File: config.mk
export PLATFORM = sky130hd
export DESIGN_NAME = tx_cpl_tag_to_bram
export DESIGN_NICKNAME = d
export VERILOG_FILES = /design/src/rtl/tx_cpl_tag_to_bram_pkg.sv /design/src/rtl/tx_cpl_tag_to_bram_tag_table.sv /design/src/rtl/tx_cpl_tag_to_bram.sv
export SDC_FILE = /design/constraint.sdc
export NUM_CORES = 1
export LEC_CHECK = 0
export ABC_AREA = 1
export CORE_MARGIN = 2
export CORE_UTILIZATION = 35
export CTS_CLUSTER_DIAMETER = 30
export DETAILED_ROUTE_END_ITERATION = 10
export PLACE_DENSITY = 0.63
export SLEW_MARGIN = 25
export SYNTH_ARGS = -nofsm -noshare
export SYNTH_HDL_FRONTEND = slang
export SYNTH_SLANG_ARGS = --single-unit
File: constraint.sdc
create_clock -name trn_clk -period 6.63 [get_ports trn_clk]
set_input_delay 1.6575 -clock trn_clk [delete_from_list [all_inputs] [get_ports trn_clk]]
set_output_delay 1.6575 -clock trn_clk [all_outputs]
set_load 0.005 [all_outputs]
File: src/rtl/tx_cpl_tag_to_bram_pkg.sv
// Shared constants, TRN header field positions and small helpers for the
// completion-to-BRAM path.
package tx_cpl_tag_to_bram_pkg;

    localparam logic [6:0] CPLD_FMT_TYPE = 7'b10_01010;
    localparam logic [2:0] CPL_STATUS_SC = 3'b000;

    // Field positions within a 64-bit TRN beat
    localparam int FMT_TYPE_LSB = 56;
    localparam int LEN_LSB      = 32;
    localparam int STATUS_LSB   = 13;
    localparam int TAG_LSB      = 40;

    typedef enum logic [1:0] {
        S_IDLE,
        S_HDR2,
        S_DATA,
        S_DROP
    } cpl_state_t;

    function automatic logic [31:0] bswap32(input logic [31:0] x);
        return {x[7:0], x[15:8], x[23:16], x[31:24]};
    endfunction

    function automatic logic [15:0] sat_add16(input logic [15:0] c, input logic [1:0] inc);
        logic [16:0] s;
        s = {1'b0, c} + {15'b0, inc};
        return s[16] ? 16'hFFFF : s[15:0];
    endfunction

endpackage

File: src/rtl/tx_cpl_tag_to_bram_tag_table.sv
// Outstanding read-tag storage: in-order allocation, per-tag qword
// accounting and in-order retirement.
module tx_tag_table
    import tx_cpl_tag_to_bram_pkg::*;
#(
    parameter int AW   = 10,
    parameter int TAGS = 4,
    parameter int TW   = $clog2(TAGS)
) (
    input  logic          trn_clk,
    input  logic          reset_n,
    input  logic          i_alloc,
    input  logic [AW-1:0] i_alloc_base,
    input  logic [8:0]    i_alloc_qwords,
    output logic          o_req_ready,
    output logic [TW-1:0] o_alloc_ptr,
    input  logic [TW-1:0] i_look_tag,
    output logic          o_look_valid,
    output logic [AW-1:0] o_look_base,
    output logic [8:0]    o_look_expected,
    output logic [8:0]    o_look_received,
    input  logic          i_inc,
    input  logic [TW-1:0] i_inc_tag,
    output logic          o_retire,
    output logic [AW-1:0] o_retire_addr,
    output logic          o_all_done
);

    logic [TAGS-1:0] r_valid;
    logic [AW-1:0]   r_base     [TAGS];
    logic [8:0]      r_expected [TAGS];
    logic [8:0]      r_received [TAGS];
    logic [TW-1:0]   r_alloc_ptr;
    logic [TW-1:0]   r_retire_ptr;

    assign o_req_ready     = !r_valid[r_alloc_ptr];
    assign o_alloc_ptr     = r_alloc_ptr;
    assign o_look_valid    = r_valid[i_look_tag];
    assign o_look_base     = r_base[i_look_tag];
    assign o_look_expected = r_expected[i_look_tag];
    assign o_look_received = r_received[i_look_tag];
    assign o_retire        = r_valid[r_retire_ptr] &&
                             (r_received[r_retire_ptr] == r_expected[r_retire_ptr]);
    assign o_retire_addr   = r_base[r_retire_ptr] + AW'(r_expected[r_retire_ptr]);
    assign o_all_done      = ~|r_valid;

    // An allocating entry is never valid, so it can never be the one retiring.
    always_ff @(posedge trn_clk or negedge reset_n) begin
        if (!reset_n) begin
            r_valid      <= '0;
            r_alloc_ptr  <= '0;
            r_retire_ptr <= '0;
            for (int i = 0; i < TAGS; i++) begin
                r_base[i]     <= '0;
                r_expected[i] <= '0;
                r_received[i] <= '0;
            end
        end else begin
            if (i_inc) begin
                r_received[i_inc_tag] <= r_received[i_inc_tag] + 9'd1;
            end
            if (o_retire) begin
                r_valid[r_retire_ptr] <= 1'b0;
                r_retire_ptr          <= r_retire_ptr + TW'(1);
            end
            if (i_alloc) begin
                r_valid[r_alloc_ptr]    <= 1'b1;
                r_base[r_alloc_ptr]     <= i_alloc_base;
                r_expected[r_alloc_ptr] <= i_alloc_qwords;
                r_received[r_alloc_ptr] <= '0;
                r_alloc_ptr             <= r_alloc_ptr + TW'(1);
            end
        end
    end

endmodule

File: src/rtl/tx_cpl_tag_to_bram.sv
// Steers TRN CplD payload into BRAM at the address reserved by its read tag
// and reports the committed write pointer as tags retire in order.
//
// state  | meaning
// S_IDLE | waiting for a SOF beat
// S_HDR2 | second header beat: tag lookup, first data DW captured
// S_DATA | payload beats written to BRAM
// S_DROP | discarding the rest of a rejected TLP
module tx_cpl_tag_to_bram
    import tx_cpl_tag_to_bram_pkg::*;
#(
    parameter int AW     = 10,
    parameter int TAGS   = 4,
    parameter int MAX_QW = 64
) (
    input  logic          trn_clk,
    input  logic          reset_n,
    input  logic [63:0]   trn_rd,
    input  logic [7:0]    trn_rrem_n,
    input  logic          trn_rsof_n,
    input  logic          trn_reof_n,
    input  logic          trn_rsrc_rdy_n,
    input  logic          trn_rdst_rdy_n,
    input  logic          req_valid,
    output logic          req_ready,
    input  logic [AW-1:0] req_base,
    input  logic [8:0]    req_qwords,
    output logic [4:0]    req_tag,
    output logic [AW-1:0] wr_addr,
    output logic [63:0]   wr_data,
    output logic          wr_en,
    output logic [AW-1:0] commited_wr_addr,
    output logic          wr_addr_updated,
    output logic          all_done,
    output logic [15:0]   err_tag_cnt,
    output logic [15:0]   err_status_cnt,
    output logic [15:0]   err_len_cnt
);

    localparam int TW = $clog2(TAGS);

    cpl_state_t    r_state, w_state_nxt;
    logic [9:0]    r_len;
    logic [2:0]    r_status;
    logic [TW-1:0] r_tag;
    logic [31:0]   r_aux;
    logic          r_wr_en;
    logic [AW-1:0] r_wr_addr;
    logic [63:0]   r_wr_data;
    logic [AW-1:0] r_cmt;
    logic [7:0]    r_upd_cnt;
    logic [15:0]   r_err_tag, r_err_stat, r_err_len;

    logic          w_beat, w_req_ready, w_req_len_ok, w_alloc, w_err_len_req;
    logic [TW-1:0] w_alloc_ptr, w_look_tag;
    logic          w_look_valid, w_retire;
    logic [AW-1:0] w_look_base, w_retire_addr;
    logic [8:0]    w_look_expected, w_look_received;
    logic [7:0]    w_hdr_tag;
    logic          w_tag_ok, w_stat_ok, w_len_ok, w_hdr_ok;
    logic          w_cap_hdr, w_cap_tag, w_wr_fire, w_err_tag, w_err_stat, w_err_len_hdr;
    logic [7:0]    w_upd_dec;
    logic [8:0]    w_upd_sum;
    logic          w_unused_rrem;

    assign w_unused_rrem = ^trn_rrem_n;
    assign w_beat        = !trn_rsrc_rdy_n && !trn_rdst_rdy_n;

    assign w_req_len_ok  = (req_qwords != 9'd0) && (req_qwords <= 9'(MAX_QW));
    assign w_alloc       = req_valid && w_req_ready && w_req_len_ok;
    assign w_err_len_req = req_valid && w_req_ready && !w_req_len_ok;

    assign w_hdr_tag  = trn_rd[TAG_LSB +: 8];
    assign w_look_tag = (r_state == S_HDR2) ? trn_rd[TAG_LSB +: TW] : r_tag;

    tx_tag_table #(.AW(AW), .TAGS(TAGS), .TW(TW)) u_tag_table (
        .trn_clk        (trn_clk),
        .reset_n        (reset_n),
        .i_alloc        (w_alloc),
        .i_alloc_base   (req_base),
        .i_alloc_qwords (req_qwords),
        .o_req_ready    (w_req_ready),
        .o_alloc_ptr    (w_alloc_ptr),
        .i_look_tag     (w_look_tag),
        .o_look_valid   (w_look_valid),
        .o_look_base    (w_look_base),
        .o_look_expected(w_look_expected),
        .o_look_received(w_look_received),
        .i_inc          (w_wr_fire),
        .i_inc_tag      (r_tag),
        .o_retire       (w_retire),
        .o_retire_addr  (w_retire_addr),
        .o_all_done     (all_done)
    );

    // The completion must fit in what is still outstanding for its tag.
    assign w_tag_ok  = (w_hdr_tag < 8'(TAGS)) && w_look_valid;
    assign w_stat_ok = (r_status == CPL_STATUS_SC);
    assign w_len_ok  = (r_len != 10'd0) && !r_len[0] &&
                       (({2'b0, w_look_received} + {2'b0, r_len[9:1]}) <= {2'b0, w_look_expected});
    assign w_hdr_ok  = w_tag_ok && w_stat_ok && w_len_ok;

    always_comb begin
        w_state_nxt   = r_state;
        w_cap_hdr     = 1'b0;
        w_cap_tag     = 1'b0;
        w_wr_fire     = 1'b0;
        w_err_tag     = 1'b0;
        w_err_stat    = 1'b0;
        w_err_len_hdr = 1'b0;
        case (r_state)
            S_IDLE: begin
                if (w_beat && !trn_rsof_n) begin
                    if (trn_rd[FMT_TYPE_LSB +: 7] == CPLD_FMT_TYPE) begin
                        w_cap_hdr   = 1'b1;
                        w_state_nxt = trn_reof_n ? S_HDR2 : S_IDLE;
                    end else if (trn_reof_n) begin
                        w_state_nxt = S_DROP;
                    end
                end
            end
            S_HDR2: begin
                if (w_beat) begin
                    if (w_hdr_ok) begin
                        w_cap_tag   = 1'b1;
                        w_state_nxt = trn_reof_n ? S_DATA : S_IDLE;
                    end else begin
                        if (!w_tag_ok)       w_err_tag     = 1'b1;
                        else if (!w_stat_ok) w_err_stat    = 1'b1;
                        else                 w_err_len_hdr = 1'b1;
                        w_state_nxt = trn_reof_n ? S_DROP : S_IDLE;
                    end
                end
            end
            S_DATA: begin
                if (w_beat) begin
                    w_wr_fire = 1'b1;
                    if (!trn_reof_n) w_state_nxt = S_IDLE;
                end
            end
            S_DROP: begin
                if (w_beat && !trn_reof_n) w_state_nxt = S_IDLE;
            end
            default: w_state_nxt = S_IDLE;
        endcase
    end

    // Back-to-back retirements stack 3 more cycles onto the running pulse.
    assign w_upd_dec = (r_upd_cnt == 8'd0) ? 8'd0 : r_upd_cnt - 8'd1;
    assign w_upd_sum = {1'b0, w_upd_dec} + 9'd3;

    always_ff @(posedge trn_clk or negedge reset_n) begin
        if (!reset_n) begin
            r_state    <= S_IDLE;
            r_len      <= '0;
            r_status   <= '0;
            r_tag      <= '0;
            r_aux      <= '0;
            r_wr_en    <= 1'b0;
            r_wr_addr  <= '0;
            r_wr_data  <= '0;
            r_cmt      <= '0;
            r_upd_cnt  <= '0;
            r_err_tag  <= '0;
            r_err_stat <= '0;
            r_err_len  <= '0;
        end else begin
            r_state <= w_state_nxt;
            if (w_cap_hdr) begin
                r_len    <= trn_rd[LEN_LSB +: 10];
                r_status <= trn_rd[STATUS_LSB +: 3];
            end
            if (w_cap_tag) begin
                r_tag <= trn_rd[TAG_LSB +: TW];
                r_aux <= trn_rd[31:0];
            end
            r_wr_en <= w_wr_fire;
            if (w_wr_fire) begin
                r_wr_addr <= w_look_base + AW'(w_look_received);
                r_wr_data <= {bswap32(trn_rd[63:32]), bswap32(r_aux)};
                r_aux     <= trn_rd[31:0];
            end
            if (w_retire) begin
                r_cmt     <= w_retire_addr;
                r_upd_cnt <= w_upd_sum[8] ? 8'hFF : w_upd_sum[7:0];
            end else begin
                r_upd_cnt <= w_upd_dec;
            end
            r_err_tag  <= sat_add16(r_err_tag, {1'b0, w_err_tag});
            r_err_stat <= sat_add16(r_err_stat, {1'b0, w_err_stat});
            r_err_len  <= sat_add16(r_err_len, 2'(w_err_len_hdr) + 2'(w_err_len_req));
        end
    end

    assign req_ready        = w_req_ready;
    assign req_tag          = 5'(w_alloc_ptr);
    assign wr_en            = r_wr_en;
    assign wr_addr          = r_wr_addr;
    assign wr_data          = r_wr_data;
    assign commited_wr_addr = r_cmt;
    assign wr_addr_updated  = (r_upd_cnt != 8'd0);
    assign err_tag_cnt      = r_err_tag;
    assign err_status_cnt   = r_err_stat;
    assign err_len_cnt      = r_err_len;

endmodule

# After elaboration in Yosys (flattened, before gate mapping)

Index checks and enable logic that the tools add are counted.

Input port bits: 98
Output and inout port bits: 141
Bits in registers: 310
Logic and storage cells: 195

Eq/ne operators: 11
Mux-type cells: 87
Add/sub/neg operators: 12
$lt $le $gt $ge: 14
Bitwise logic cells: 9
Reduce and logical (&&, ||, !) cells: 34

Operator list:

| kind               | count |
|---|---|
| $mux 9             | 12 |
| $bmux 9 s2         | 5 |
| $bwmux 36          | 2 |
| $mux 36            | 2 |
| $mux 32            | 2 |
| $mux 10            | 5 |
| $mux 16            | 3 |
| $bmux 10 s2        | 2 |
| $bwmux 40          | 1 |
| $and 36x36->36     | 1 |
| $demux 9 s2        | 2 |
| $not 36->36        | 1 |
| $add 16x1->17      | 2 |
| $mux 1             | 28 |
| $mux 8             | 3 |
| $mux 2             | 11 |
| $add 10x9->10      | 2 |
| $demux 10 s2       | 1 |
| $add 16x2->17      | 1 |
| $logic_and 1x1->1  | 17 |
| $ge 3x3->1 const B | 4 |
| $not 2->3          | 4 |
| $add 9x9->10       | 1 |
| $le 10x9->1        | 1 |
| 33 further kinds   | 54 |

# Longest topological paths before layout

Gate-level depths: netlist (run 1).

Word-level depth: 16
Gate-level depth with buffers: 39
Depth with buffers taken out: 37

# By module

Synthesis (run 1) repeated with hierarchy kept, for this count alone.

Cells, all modules: 2250
Area, all modules: 17131.4 um^2

By module, submodules not included:

| module             | seq. area each (um^2) | instances | cells each | area an instance (um^2) |
|---|---|---|---|---|
| tx_cpl_tag_to_bram | 4754.6                | 1         | 1124       | 9436.6 |
| tx_tag_table       | 3002.9                | 1         | 1126       | 7694.9 |

# Worst setup path before layout (run 1)

Ideal clock, no wire load.

Kind: input -> register
From: input port trn_rd[40]
To: register r_err_len[12] (netlist: err_len_cnt[12])
Setup time: 0.138 ns
Setup slack: 0.540 ns
Buffers on the path: 3
Arrival: 5.953 ns
Stages: 34
Data required time: 6.492 ns
Cell sequence: inv_1 nand3_1 nand2_1 clkbuf_1 clkbuf_1 nor2_1 o22ai_1 ha_1 a21oi_1 nand2_1 a21oi_1 xor2_1 ha_1 nand2_1 nor2_1 nand2_1 nand3_1 nand2_1 nand2_1 nand2_1 nand2_1 nand2_1 a21boi_0 fa_1 ha_1 nand2_1 nor2_1 inv_1 nor2_1 nand3_1 inv_1 nand3_1 clkbuf_1 nand3_1

Cells in the longest elaborated chain, start to end: 15
Elaborated cells between the ends (all ways): 24
Classes of those cells: add/sub (3); order compare (2); mux (14); bitwise (1); reduce/logical (4)

RTL lines:

| what                                      | line                                                                   | text |
|---|---|---|
| from (decl)                               | tx_cpl_tag_to_bram.sv:18                                               | `input logic [63:0] trn_rd,` |
| $mux 2                                    | tx_cpl_tag_to_bram.sv:74                                               | `assign w_look_tag = (r_state == S_HDR2) ? trn_rd[TAG_LSB +: TW] : r_tag;` |
| $not 2->3 (not written as such)           | tx_cpl_tag_to_bram_tag_table.sv:40, tx_cpl_tag_to_bram_tag_table.sv:41 |  |
| $bmux 9 s2                                | tx_cpl_tag_to_bram_tag_table.sv:41                                     | `assign o_look_received = r_received[i_look_tag];` |
| $mux 9 (not written as such) (2 in a row) | tx_cpl_tag_to_bram_tag_table.sv:41                                     |  |
| $add 9x9->10                              | tx_cpl_tag_to_bram.sv:100                                              | `(({2'b0, w_look_received} + {2'b0, r_len[9:1]}) <= {2'b0, w_look_expected});` |
| $le 10x9->1                               | tx_cpl_tag_to_bram.sv:100                                              |  |
| $logic_and 1x1->1                         | tx_cpl_tag_to_bram.sv:99                                               | `assign w_len_ok = (r_len != 10'd0) && !r_len[0] &&` |
| $logic_and 1x1->1                         | tx_cpl_tag_to_bram.sv:101                                              | `assign w_hdr_ok = w_tag_ok && w_stat_ok && w_len_ok;` |
| $mux 1 (*)                                | tx_cpl_tag_to_bram.sv:124                                              | `if (w_hdr_ok) begin` |
| $mux 1 (*)                                | tx_cpl_tag_to_bram.sv:123                                              | `if (w_beat) begin` |
| $mux 1 (*)                                | tx_cpl_tag_to_bram.sv:111                                              | `case (r_state)` |
| $add 1x1->2 (*)                           | tx_cpl_tag_to_bram.sv:191                                              | `r_err_len <= sat_add16(r_err_len, 2'(w_err_len_hdr) + 2'(w_err_len_req));` |
| $add 16x2->17 (*)                         | tx_cpl_tag_to_bram_pkg.sv:27                                           | `s = {1'b0, c} + {15'b0, inc};` |
| $mux 16 (*)                               | tx_cpl_tag_to_bram_pkg.sv:28                                           | `return s[16] ? 16'hFFFF : s[15:0];` |
| to (signal assigned)                      | tx_cpl_tag_to_bram.sv:191                                              |  |
| to (decl)                                 | tx_cpl_tag_to_bram.sv:52                                               | `logic [15:0] r_err_tag, r_err_stat, r_err_len;` |

Every way passes the cells marked *; elsewhere a longest branch is shown, timed or not. The select of a mux whose other input is x is not followed.
A chain may end at the register's enable or synchronous reset.

# Worst setup path in the final report (run 1)

From: input port trn_rd[40]
To: register r_err_len[15] (netlist: err_len_cnt[15])

Same word-level chain as after synthesis.

==> run metrics, run 1 <==
status finished clean; vias in the first global route between 15000 and 20000; Die Ht 223.3 µm; Fmax achieved approximately 160 MHz; most frequent cell after synthesis nand2_1; Setup Viol. Count Final 0; ys async rst share 1.000; Via density about 5.0; antenna violations before repair 0; Yosys top cell area share 0.4608; core area 47650 µm²; EDFF count, synth 0; Cells after Synth 2222; hold_ws 464.8 ps; TritonCTS clock tree yes; Total GRT Usage 0.2126; GRT Residual Overflow 0; P&R area growth vs syn 36.33%; Max Root-Sink Buffers 3; slack of the critical path 374.2 ps; post-DP HPWL 36030 µm; register area roughly 7800 µm²; Seq/Total Area, Yosys 0.4608; CP max stage delay 490 ps; largest net degree at the start of global routing 115; clock skew 16.72 ps; most area-consuming cells after synthesis dfrtp_1, nand2_1, o21ai_0; Post-Syn Area 16830 µm²; Site Rows 80; first-pass GRT wire length 84880 µm; Routed wire per std cell approximately 16 µm; Fillers 4525; Inserted Clock Buffers 80; Final Core Density 0.4817; cell taking the most area after synthesis dfrtp_1; layout cell share with drive strength beyond 1 0.1077; Pwr Density 425.2 nW/µm²; yosys warns 0; pins over their slew limit 0; Startpoint Class primary input; Post CTS Setup Buffer Count 0; P_leak 11.61 nW; Avg Cell Area, Syn roughly 7.6 µm²; relative max-transition margin 0.2956; nets 2673; dpl ws -250.5 ps; Post-synth top flop dfrtp_1; DRC Markers 0; Post-DRT Antenna Nets 0; Crit path required time 7110 ps; Final Wtd Congestion 0.8963; PortBufs 227; total design power 9.759 mW; critical path arrival 6740 ps; Vias 16100; Final TNS setup 0 ps; max cap viols 0; # H-tree levels 3; post-layout minimum cycle time 6256 ps; peak supply drop 0.0002036 V; I/O Pins between 200 and 250; Tcrit/Tclk final 0.9436; critical path type in2reg; die width 223.3 µm; Worst path slowest cell clkdlybuf4s50_1; CP Capture Type flop; Root Driver clkbuf_16; number of synthesized register bits 310; CTS sink cnt just over 300; Multi-input gate area 7884 µm²; Die Footprint 49870 µm²; drt pass-1 iters 6; synth cell count leaders nand2_1, dfrtp_1, inv_1, o21ai_0, nand3_1; Slew @ Worst Pin roughly 1100 ps; Max Fanout on Critical Path 24; Hold Vio Cnt, Final 0; number of diodes 0; Starting Density 0.3533; CP most frequent cell nand2_1; clk slew on worst S/H paths 50 ps; drt total wl 52640 µm; worst min path class reg2reg; Clock Latency Late Sink slightly above 600 ps; Yosys cell types 55; Starting DRT DRC Count 1454
-- where the power goes --
part	switching [mW]	internal, mW	total, mW
Sequential	0.235	2.27	2.51
Combinational	1.79	1.38	3.17
Clock	1.21	2.87	4.08
Total	3.23	6.53	9.76
-- state kept, by name (all words and copies together) (netlist names), 16 cells and up --
name,count
err_len_cnt,16
err_status_cnt,16
err_tag_cnt,16
r_aux,32
u_tag_table.r_base,40
u_tag_table.r_expected,36
u_tag_table.r_received,36
wr_data,64
-- area by class of cell --
class	count	area share
timing repair buffer	302	0.1243
tap	615	0.03353
inverter	213	0.03484
multi-input combinational	1610	0.3435
clock inverter	43	0.02862
clock buffer	103	0.09710
sequential	310	0.3381
-- routing by layer --
metal  vias up  GRT usage  part of all wire
li1       7774          -                 -
met1      7621     0.2772              0.43
met2       609     0.3513              0.47
met3        97    0.04530             0.077
met4         0    0.07183             0.025
met5         -          0                 0
-- metrics by stage --
| step | instance area, µm² | std cells |
|---|---|---|
| after CTS | 22930 | 3196 |
| after floorplan | 16840 | 2224 |
| after global routing | 22950 | 3196 |
| final | 22950 | 3196 |
| after global placement | 20030 | 3050 |
| after detailed placement | 20040 | 3050 |
-- final timing paths --
| kind | depth (start not counted) | to | start | slack, ps |
|---|---|---|---|---|
| max | 34 | err_len_cnt[15] | trn_rd[40] | 370 |
| min | 2 | wr_data[18] | r_aux[10] | 460 |
| max reg2reg | 34 | err_len_cnt[15] | r_state[1] | 1410 |
| min reg2reg | 2 | wr_data[18] | r_aux[10] | 460 |
| max in group asynchronous | 2 | u_tag_table.r_retire_ptr[0] | reset_n | 4170 |
| min in group asynchronous | 1 | err_tag_cnt[12] | reset_n | 1150 |
-- cells by family (layout without fill, tap and decap cells) --
logic type      count (synthesis)  after routing  share of synthesized area
other cells                     1              3                  0.0002228
simple gates                 1142           1142                     0.2813
compound gates                363            363                     0.1154
xor+xnor                       41             41                    0.02178
buf+inv                       304            661                    0.07358
fa+ha+maj                      58             58                    0.04489
flops                         310            310                     0.4608
mux                             3              3                   0.002007
-- cell usage in the layout (no fill, tap or decap), types with 13 or more instances in the layout --
cell type	count
inv_1	199
ha_1	54
nand3_1	153
xnor2_1	13
clkbuf_8	14
a21oi_1	103
o21ai_1	14
nand4_1	14
buf_4	74
bufinv_16	13
nor3_1	26
xor2_1	27
nor2_1	129
o22ai_1	27
dfrtp_1	309
clkdlybuf4s50_1	226
nand2_1	763
o21ai_0	188
clkinv_2	18
nand2_2	13
clkbuf_16	80
-- worst max-delay path: cells and delay by family --
kind,cells,cell delay (ps)
compound gates,3,550
xor+xnor,2,430
fa+ha+maj,3,830
buf+inv,6,1260
simple gates,20,1980
-- what timing repair did --
action | 4_1_cts | 5_1_grt
gates resized for setup | 0 | 9
setup endpoints to repair | 0 | 6
hold buffers | 0 | 0
Power figures use the tool's default switching activity.
==> run 2, diff against run 1 <==
--- a/config.mk
+++ b/config.mk
@@ -14,4 +14,5 @@
 export SLEW_MARGIN = 25
 export SYNTH_ARGS = -nofsm -noshare
 export SYNTH_HDL_FRONTEND = slang
+export SYNTH_HIERARCHICAL = 1
 export SYNTH_SLANG_ARGS = --single-unit
==> run 2 against run 1 <==
Die area increased by 1.7%. Routed wire length decreased by 1.0%. Worst setup slack improved by 96 ps. First-iteration DRC count decreased by 20%. Sequential power about the same. Largest cell class unchanged.
==> run metrics, run 2 <==
status finished clean; Tcrit/Tclk final 0.9291; critical path type in2reg; CTS sink cnt 310; peak supply drop approximately 0.00027 V; Seq/Total Area, Yosys 0.4528; Post-DP Area between 20000 and 25000 µm²; Total GRT Usage 0.2078; GRT Residual Overflow 0; Post-synth top flop dfrtp_1; clk slew on worst S/H paths around 50 ps; Clock Latency Late Sink 630 ps; design area 23350 µm²; Multi-input gate area between 8000 and 9000 µm²; CP max stage delay 470 ps; register area ~7800 µm²; critical path arrival around 6700 ps; layout cell share with drive strength beyond 1 0.1185; worst r2r src r_state[1]; I/O Pins 239; Crit path required time about 7000 ps; vias in the first global route between 15000 and 20000; CP startpoint trn_rd[40]; worst path buffer plus inverter count 7; Starting Density 0.3522; TritonCTS clock tree yes; most frequent cells in the layout nand2_1, dfrtp_1, clkdlybuf4s50_1, o21ai_0, inv_1; pins over their slew limit 0; antenna violations before repair 1; total design power 9.410 mW; CTS Hold Bufs 0; Starting DRT DRC Count approximately 1200; Startpoint Class primary input; R2R cell count 34; CP most frequent cell nand2_1; synth cell count leaders nand2_1, dfrtp_1, o21ai_0, inv_1, nand3_1; DRC Markers 0; WP depth 35; Pwr Density 403.0 nW/µm²; Vias 16040; EDFF count, synth 0; clock skew 41.69 ps; Slew @ Worst Pin 982.1 ps; Cells after Synth 2250; die width 225.2 µm; first-pass GRT wire length 84290 µm; drt pass-1 iters 5; Die Footprint 50730 µm²; number of synthesized register bits 310; max cap viols 0; Yosys top cell area share 0.4528; Max Root-Sink Buffers 3; Avg Cell Area, Syn 7.614 µm²; post-layout minimum cycle time slightly above 6000 ps; Die Ht 225.2 µm; PortBufs 227; drt total wl 52110 µm; max FFs per register 64; post-DP HPWL about 36000 µm; Site Rows 81; CP Capture Type flop; cell taking the most area after synthesis dfrtp_1; Max Fanout on Critical Path 12; Yosys cell types 57; most frequent cell after synthesis nand2_1; core area a little under 50000 µm²; worst min path class reg2reg; Worst path slowest cell clkdlybuf4s50_1; Fmax achieved 162.3 MHz; # H-tree levels 3; most area-consuming cells after synthesis dfrtp_1, nand2_1, o21ai_0; Inserted Clock Buffers 82; Setup Viol. Count Final 0; reg2reg end err_len_cnt[11]; ys async rst share 1.000; family with the most delay on the worst path simple AND/OR/NAND/NOR gates; P_leak 11.68 nW; Fillers 4616; Root Driver clkbuf_16; yosys warns 6; Final Core Density 0.4800; Setup crit end err_len_cnt[14]; relative max-transition margin 0.3429; R2R setup slack 1340 ps; Post-DRT Antenna Nets 0; largest net degree at the start of global routing 132; commonest non-fill, non-tap cell in the layout nand2_1; Hold Vio Cnt, Final 0; hold_ws 458.8 ps; Via density about 5.0; Post-Syn Area 17130 µm²; P&R area growth vs syn 36.31%; Final Wtd Congestion 0.9065; nets 2688; Routed wire per std cell 16.17 µm
==> run 2: cell count changes after synthesis, moves of 8 or more <==
| cell | change |
|---|---|
| nand3_1 | +8 |
| a21oi_1 | -32 |
| o21ai_1 | -10 |
| nand2_1 | -56 |
| inv_1 | +12 |
| nand2_2 | +23 |
| nor2_1 | +20 |
| o21ai_0 | +35 |
==> run 2: worst min path at each step <==
stage	start	endpoint	slack, ps	cells past startpoint
floorplan	r_aux[24]	wr_data[0]	440	2
global placement	r_aux[9]	wr_data[17]	450	2
detailed placement	r_aux[0]	wr_data[24]	460	2
CTS	r_aux[15]	wr_data[23]	470	2
global route	r_aux[15]	wr_data[23]	480	2
finish	r_aux[13]	wr_data[21]	460	2
==> run 2: layout make-up <==
type                       count  area share
tap                          622     0.03333
sequential                   310      0.3322
inverter                     230     0.03708
clock inverter                59     0.03965
multi-input combinational   1620      0.3463
clock buffer                  92     0.09248
timing repair buffer         289      0.1188
antenna                        1   0.0001072
==> run 2: cell families after synthesis <==
| kind of cell | Yosys count | share of synthesized area |
|---|---|---|
| xor gates and xnor gates | 41 | 0.02096 |
| AOI/OAI and AO/OA | 374 | 0.1184 |
| muxes | 3 | 0.001972 |
| other | 1 | 0.0002189 |
| adders and majority gates | 57 | 0.04338 |
| buffers and inverters | 322 | 0.07873 |
| DFF | 310 | 0.4528 |
| and+or+nand+nor | 1142 | 0.2835 |
==> run 2: repair_timing <==
action | in CTS | in global routing
gates resized for setup | 0 | 10
setup endpoints to repair | 0 | 8
buffers inserted | 0 | 0
==> run 2: power breakdown <==
part	leakage (nW)	total [mW]	internal, mW	switching [mW]
combinational	6.18	2.55	1.15	1.40
clock	1.48	4.36	3.04	1.32
sequential	4.02	2.50	2.26	0.239
total	11.7	9.41	6.44	2.97
==> run 2: layer usage <==
| metal | wire length [µm] | GRT usage | part of all wire |
|---|---|---|---|
| met4 | 1687 | 0.08289 | 0.032 |
| met2 | 25130 | 0.3419 | 0.48 |
| met1 | 22310 | 0.2655 | 0.43 |
| met5 | 0 | 0 | 0 |
| met3 | 2989 | 0.04615 | 0.057 |
==> run 2: worst reg2reg max path, delay by kind of cell (launching register included) <==
kind / cells / cell delay (ps)
compound gates: 8 / 1280
fa+ha+maj: 4 / 1280
simple gates: 16 / 1270
buf+inv: 6 / 910
flops: 1 / 410
==> run 2: through the flow <==
stage / instances / TNS (ps) / setup slack (ps)
CTS: 3221 / 0 / 351.7
finish: 3223 / 0 / 470.3
detailed placement: 3070 / -2707 / -302.3
floorplan: 2252 / 0 / 170.6
global route: 3223 / -24.28 / -24.28
global placement: 3070 / -1700 / -206.8
==> RTL edit 1: new RTL, config.mk and constraints of run 2 <==
Encoding of `cpl_state_t`: now one-hot (4 bits for 4 states).
--- a/src/rtl/tx_cpl_tag_to_bram_pkg.sv
+++ b/src/rtl/tx_cpl_tag_to_bram_pkg.sv
@@ -13,7 +13,7 @@
 
-    typedef enum logic [1:0] {
-        S_IDLE,
-        S_HDR2,
-        S_DATA,
-        S_DROP
+    typedef enum logic [3:0] {
+        S_IDLE = 4'b0001,
+        S_HDR2 = 4'b0010,
+        S_DATA = 4'b0100,
+        S_DROP = 4'b1000
     } cpl_state_t;
Function: no difference found for any inputs over 4 cycles, from zero or initial values and one cycle with reset_n low; so few cycles prove little.
==> RTL edit 1 against run 2 <==
  * Count of clock-buffer cells in the layout up 11
  * Routed wire length down 0.40%
  * Core utilization down 0.17 points
  * Setup slack better by 0.030 ns
  * Non-clock buffer count down 8
  * Area after synthesis down 0.12%
  * Via count down 0.37%
  * Design area down 0.36%
  * Clock skew down 0.018 ns
  * Sequential cell count up 2
Power is not compared: it rests on default switching activity, and its combinational part moved more than twofold at a synthesized area within 25%.
==> RTL edit 1: results <==
INSERT INTO impl_metrics (metric_group, metric, value, unit) VALUES
('status', 'run_status', 'finished clean', ''),
('timing', 'fin_skew', '0.02329', 'ns'),
('grt', 'grt_antenna_before_repair', '0', ''),
('clock_network', 'tritoncts.num_buffers', '81', ''),
('place', 'place_congestion', '0.8994', ''),
('critical_path', 'critical-path-slowest-cell', 'fa_1', ''),
('critical_path', 'critical_path.max_stage_delay', '0.45', 'ns'),
('cells_and_area', 'ant_cells', '0', ''),
('place', 'post-dp-hpwl', '35.22', 'mm'),
('detailed_routing', 'met1Wirelength', '22.67', 'mm'),
('critical_path', 'reg2reg_depth', '35', ''),
('place', 'placedCellCount', '3045', ''),
('timing', 'slew_of_the_pin_with_the_lowest_slew_margin', '0.9771', 'ns'),
('clock_network', 'insertion_delay', '0.60', 'ns'),
('detailed_routing', 'first_pass_iters', '6', ''),
('detailed_routing', 'drt_first_iter_violations', '1216', ''),
('grt', 'grt_max_degree', '172', ''),
('detailed_routing', 'met2_wirelength', '23.89', 'mm'),
('cells_and_area', 'fillerInstances', '4702', ''),
('grt', 'groute.usage.overall', '0.2057', '');
RTL edit 1: cell count changes in the layout (fill, tap and decap cells not counted), moves of 5 or more:
cell | before | now
buf_4 | 60 | 51
o21ai_1 | 6 | 14
nor2_2 | 10 | 5
clkbuf_8 | 7 | 14
nand2_2 | 38 | 29
a21oi_1 | 70 | 82
inv_1 | 213 | 219
nand2_1 | 705 | 689
RTL edit 1: critical path, delay by kind of cell:
family / cells / cell delay (ns)
fa+ha+maj: 4 / 1.36
buf+inv: 10 / 1.43
simple gates: 10 / 0.78
compound gates: 9 / 1.20
xor+xnor: 1 / 0.16
RTL edit 1: cell families (layout without fill, tap and decap cells):
group	after synthesis	count (layout)	share of synthesized area
multiplexers	3	3	0.001974
adder cells (fa/ha/maj)	57	57	0.04343
flip-flops	312	312	0.4563
buffers and inverters	324	664	0.07817
AND/OR/NAND/NOR	1115	1115	0.2803
other	1	3	0.0002192
AO/OA/AOI/OAI	380	380	0.1176
XOR/XNOR	42	42	0.02194
RTL edit 1: area by class of cell:
class                      count  area share
multi-input combinational   1600      0.3445
timing repair buffer         281      0.1172
tap                          622     0.03345
clock buffer                 103     0.09852
clock inverter                48     0.03313
inverter                     232     0.03748
sequential                   312      0.3357
RTL edit 1: final timing paths:
kind | end | start | slack (ns)
worst max-delay path | err_len_cnt[11]$_DFF_PN0_ | trn_rd[41] | 0.50
worst max register to register | err_len_cnt[11]$_DFF_PN0_ | r_state[3]$_DFFE_PN0P_ | 1.18
worst min-delay path | wr_data[6]$_DFFE_PN0P_ | r_aux[30]$_DFFE_PN0P_ | 0.46
max in group asynchronous | wr_data[27]$_DFFE_PN0P_ | reset_n | 4.68
worst min register to register | wr_data[6]$_DFFE_PN0P_ | r_aux[30]$_DFFE_PN0P_ | 0.46
min in group asynchronous | u_tag_table/r_valid[1]$_DFF_PN0_ | reset_n | 1.04
RTL edit 1: power by group through the flow:
stage | clock network [uW] | logic [uW] | registers (uW)
2_1_floorplan | 0 | 69.4 | 1960
3_3_place_gp | 0 | 192 | 1960
3_5_place_dp | 0 | 197 | 1960
4_1_cts | 4420 | 198 | 1930
5_1_grt | 4530 | 223 | 1930
6_report | 4360 | 196 | 1930
RTL edit 1: layer usage:
metal  global-route usage  vias up
met2               0.3260      554
li1                     -     7777
met1               0.2709     7561
met4              0.06238        0
met5                    0        -
met3              0.06102       90
RTL edit 1: stage by stage:
step	utilization	area [um2]	hold WS (ns)
floorplan	-	17120	0.4427
global placement	0.4140	20140	0.4521
detailed placement	0.4140	20140	0.4595
CTS	0.4770	23200	0.4681
global route	0.4783	23270	0.4817
finish	0.4783	23270	0.4644
RTL edit 1: repair_timing:
action / 4_1_cts / 5_1_grt
setup endpoints to repair: 0 / 16
buffers inserted: 0 / 1
gates resized for setup: 0 / 9
==> RTL edit 2: new RTL, settings of run 2 <==
Without the edit above. `AW` is set to 10 in 2 places; all go to 9.
--- a/src/rtl/tx_cpl_tag_to_bram_tag_table.sv
+++ b/src/rtl/tx_cpl_tag_to_bram_tag_table.sv
@@ -5,3 +5,3 @@
 #(
-    parameter int AW   = 10,
+    parameter int AW   = 9,
     parameter int TAGS = 4,
--- a/src/rtl/tx_cpl_tag_to_bram.sv
+++ b/src/rtl/tx_cpl_tag_to_bram.sv
@@ -11,3 +11,3 @@
 #(
-    parameter int AW     = 10,
+    parameter int AW     = 9,
     parameter int TAGS   = 4,
Interface: changed (resized commited_wr_addr, req_base and wr_addr); port bits go from 239 to 236. The function was not compared with the original's and may differ.
==> RTL edit 2 against run 2 <==
  * Combinational power fell by 2%
  * Synthesized cell count fell by 3.6%
  * Design area shrank 3.2%
  * Routed wire length is 2.2% lower
  * Power decreased by 4.1%
  * Area after synthesis decreased by 2.6%
  * Setup slack about the same
  * Sequential cell count shrank 6
  * Sequential share of layout area rose by 0.42 points
  * Critical path type unchanged
  * Largest power group unchanged
==> RTL edit 2: results <==
INSERT INTO impl_metrics (metric_group, metric, value, unit) VALUES
('clock_network', 'insertion_delay', '0.61', 'ns'),
('place', 'buffer_ports.inserted', '224', ''),
('yosys', 'yosysSeqAreaShare', '0.4561', ''),
('grt', 'grt_antenna_before_repair', '2', ''),
('timing', 'slew_of_the_pin_with_the_lowest_slew_margin', '1.036', 'ns'),
('grt', 'grt_util_met3', '0.05303', ''),
('power_and_ir_drop', 'power.static_leakage', '0.01131', 'uW'),
('cells_and_area', 'final_layout_size_suffix_gt1_frac', '0.1201', ''),
('detailed_routing', 'met3_wirelength', '3.489', 'mm'),
('grt', 'met1_track_usage_gr', '0.2619', ''),
('detailed_routing', 'met1Wirelength', '21.49', 'mm'),
('detailed_routing', 'first_pass_iters', '7', ''),
('grt', 'use_met2', '0.3470', ''),
('place', 'placement.cell_area', '0.01970', 'mm2'),
('cells_and_area', 'final_nets', '2596', ''),
('detailed_routing', 'wirelength', '50.97', 'mm'),
('status', 'run_status', 'finished clean', ''),
('grt', 'grt_max_degree', '116', ''),
('place', 'dpl_worst_slack', '-0.4485', 'ns'),
('cells_and_area', 'ant_cells', '0', '');
-- RTL edit 2: changes by cell type in the layout (fill, tap and decap cells not counted), moves of 5 or more --
cell / change
a21oi_1: +19
bufinv_16: -5
clkbuf_1: +10
clkbuf_8: +8
clkinvlp_4: -7
dfrtp_1: -6
inv_1: -6
nand2_1: -45
nand3_1: -17
o22ai_1: -5
-- RTL edit 2: logic make-up after synthesis --
group / synth area share
AO/OA/AOI/OAI: 0.1187
XOR/XNOR: 0.02198
adder cells (fa/ha/maj): 0.04306
buffers and inverters: 0.07951
flip-flops: 0.4561
multiplexers: 0.002025
other: 0.0002248
AND/OR/NAND/NOR: 0.2784
-- RTL edit 2: final cells by class --
class / count / area [um2]
Multi-Input combinational cell: 1552 / 7814
Fill cell: 4515 / 24140
Clock buffer: 110 / 2307
Inverter: 223 / 839.6
Sequential cell: 304 / 7609
Timing Repair Buffer: 283 / 2728
Tap cell: 607 / 759.5
Clock inverter: 35 / 556.8
-- RTL edit 2: worst reg2reg max path: cells and delay by family (launching register included) --
family / cells / cell delay (ns)
AO/OA/AOI/OAI: 6 / 0.97
adder cells (fa/ha/maj): 5 / 1.35
buffers and inverters: 3 / 0.32
flip-flops: 1 / 0.65
AND/OR/NAND/NOR: 19 / 1.87
-- RTL edit 2: stage by stage --
| step | total power (uW) | utilization | hold WS, ns | std cells |
|---|---|---|---|---|
| floorplan | 3822 | - | 0.4427 | 2172 |
| global placement | 4897 | 0.4213 | 0.4505 | 2968 |
| detailed placement | 4954 | 0.4214 | 0.4541 | 2968 |
| CTS | 9077 | 0.4827 | 0.4652 | 3113 |
| global route | 9543 | 0.4837 | 0.4864 | 3114 |
| finish | 9026 | 0.4837 | 0.4639 | 3114 |
-- RTL edit 2: power breakdown --
| group | internal (uW) | switching [uW] |
|---|---|---|
| clock network | 2880 | 1180 |
| logic | 1140 | 1380 |
| registers | 2220 | 231 |
-- RTL edit 2: what timing repair did --
| action | 4_1_cts | 5_1_grt |
|---|---|---|
| setup buffers | 0 | 1 |
| gates resized for setup | 0 | 14 |
| setup endpoints to repair | 0 | 16 |
-- RTL edit 2: path summary, 6_finish.rpt --
kind                                            startpoint                          endpoint  slack, ns  depth (start not counted)
setup / recovery                                trn_rd[40]         err_len_cnt[14]$_DFF_PN0_       0.47                         34
hold / removal             commited_wr_addr[4]$_DFFE_PN0P_   commited_wr_addr[4]$_DFFE_PN0P_       0.46                          2
setup reg to reg                      r_tag[0]$_DFFE_PN0P_         err_len_cnt[14]$_DFF_PN0_       1.38                         33
hold reg to reg            commited_wr_addr[4]$_DFFE_PN0P_   commited_wr_addr[4]$_DFFE_PN0P_       0.46                          2
min in group asynchronous                          reset_n  u_tag_table/r_valid[1]$_DFF_PN0_       1.07                          1
max in group asynchronous                          reset_n           wr_data[13]$_DFFE_PN0P_       4.41                          2
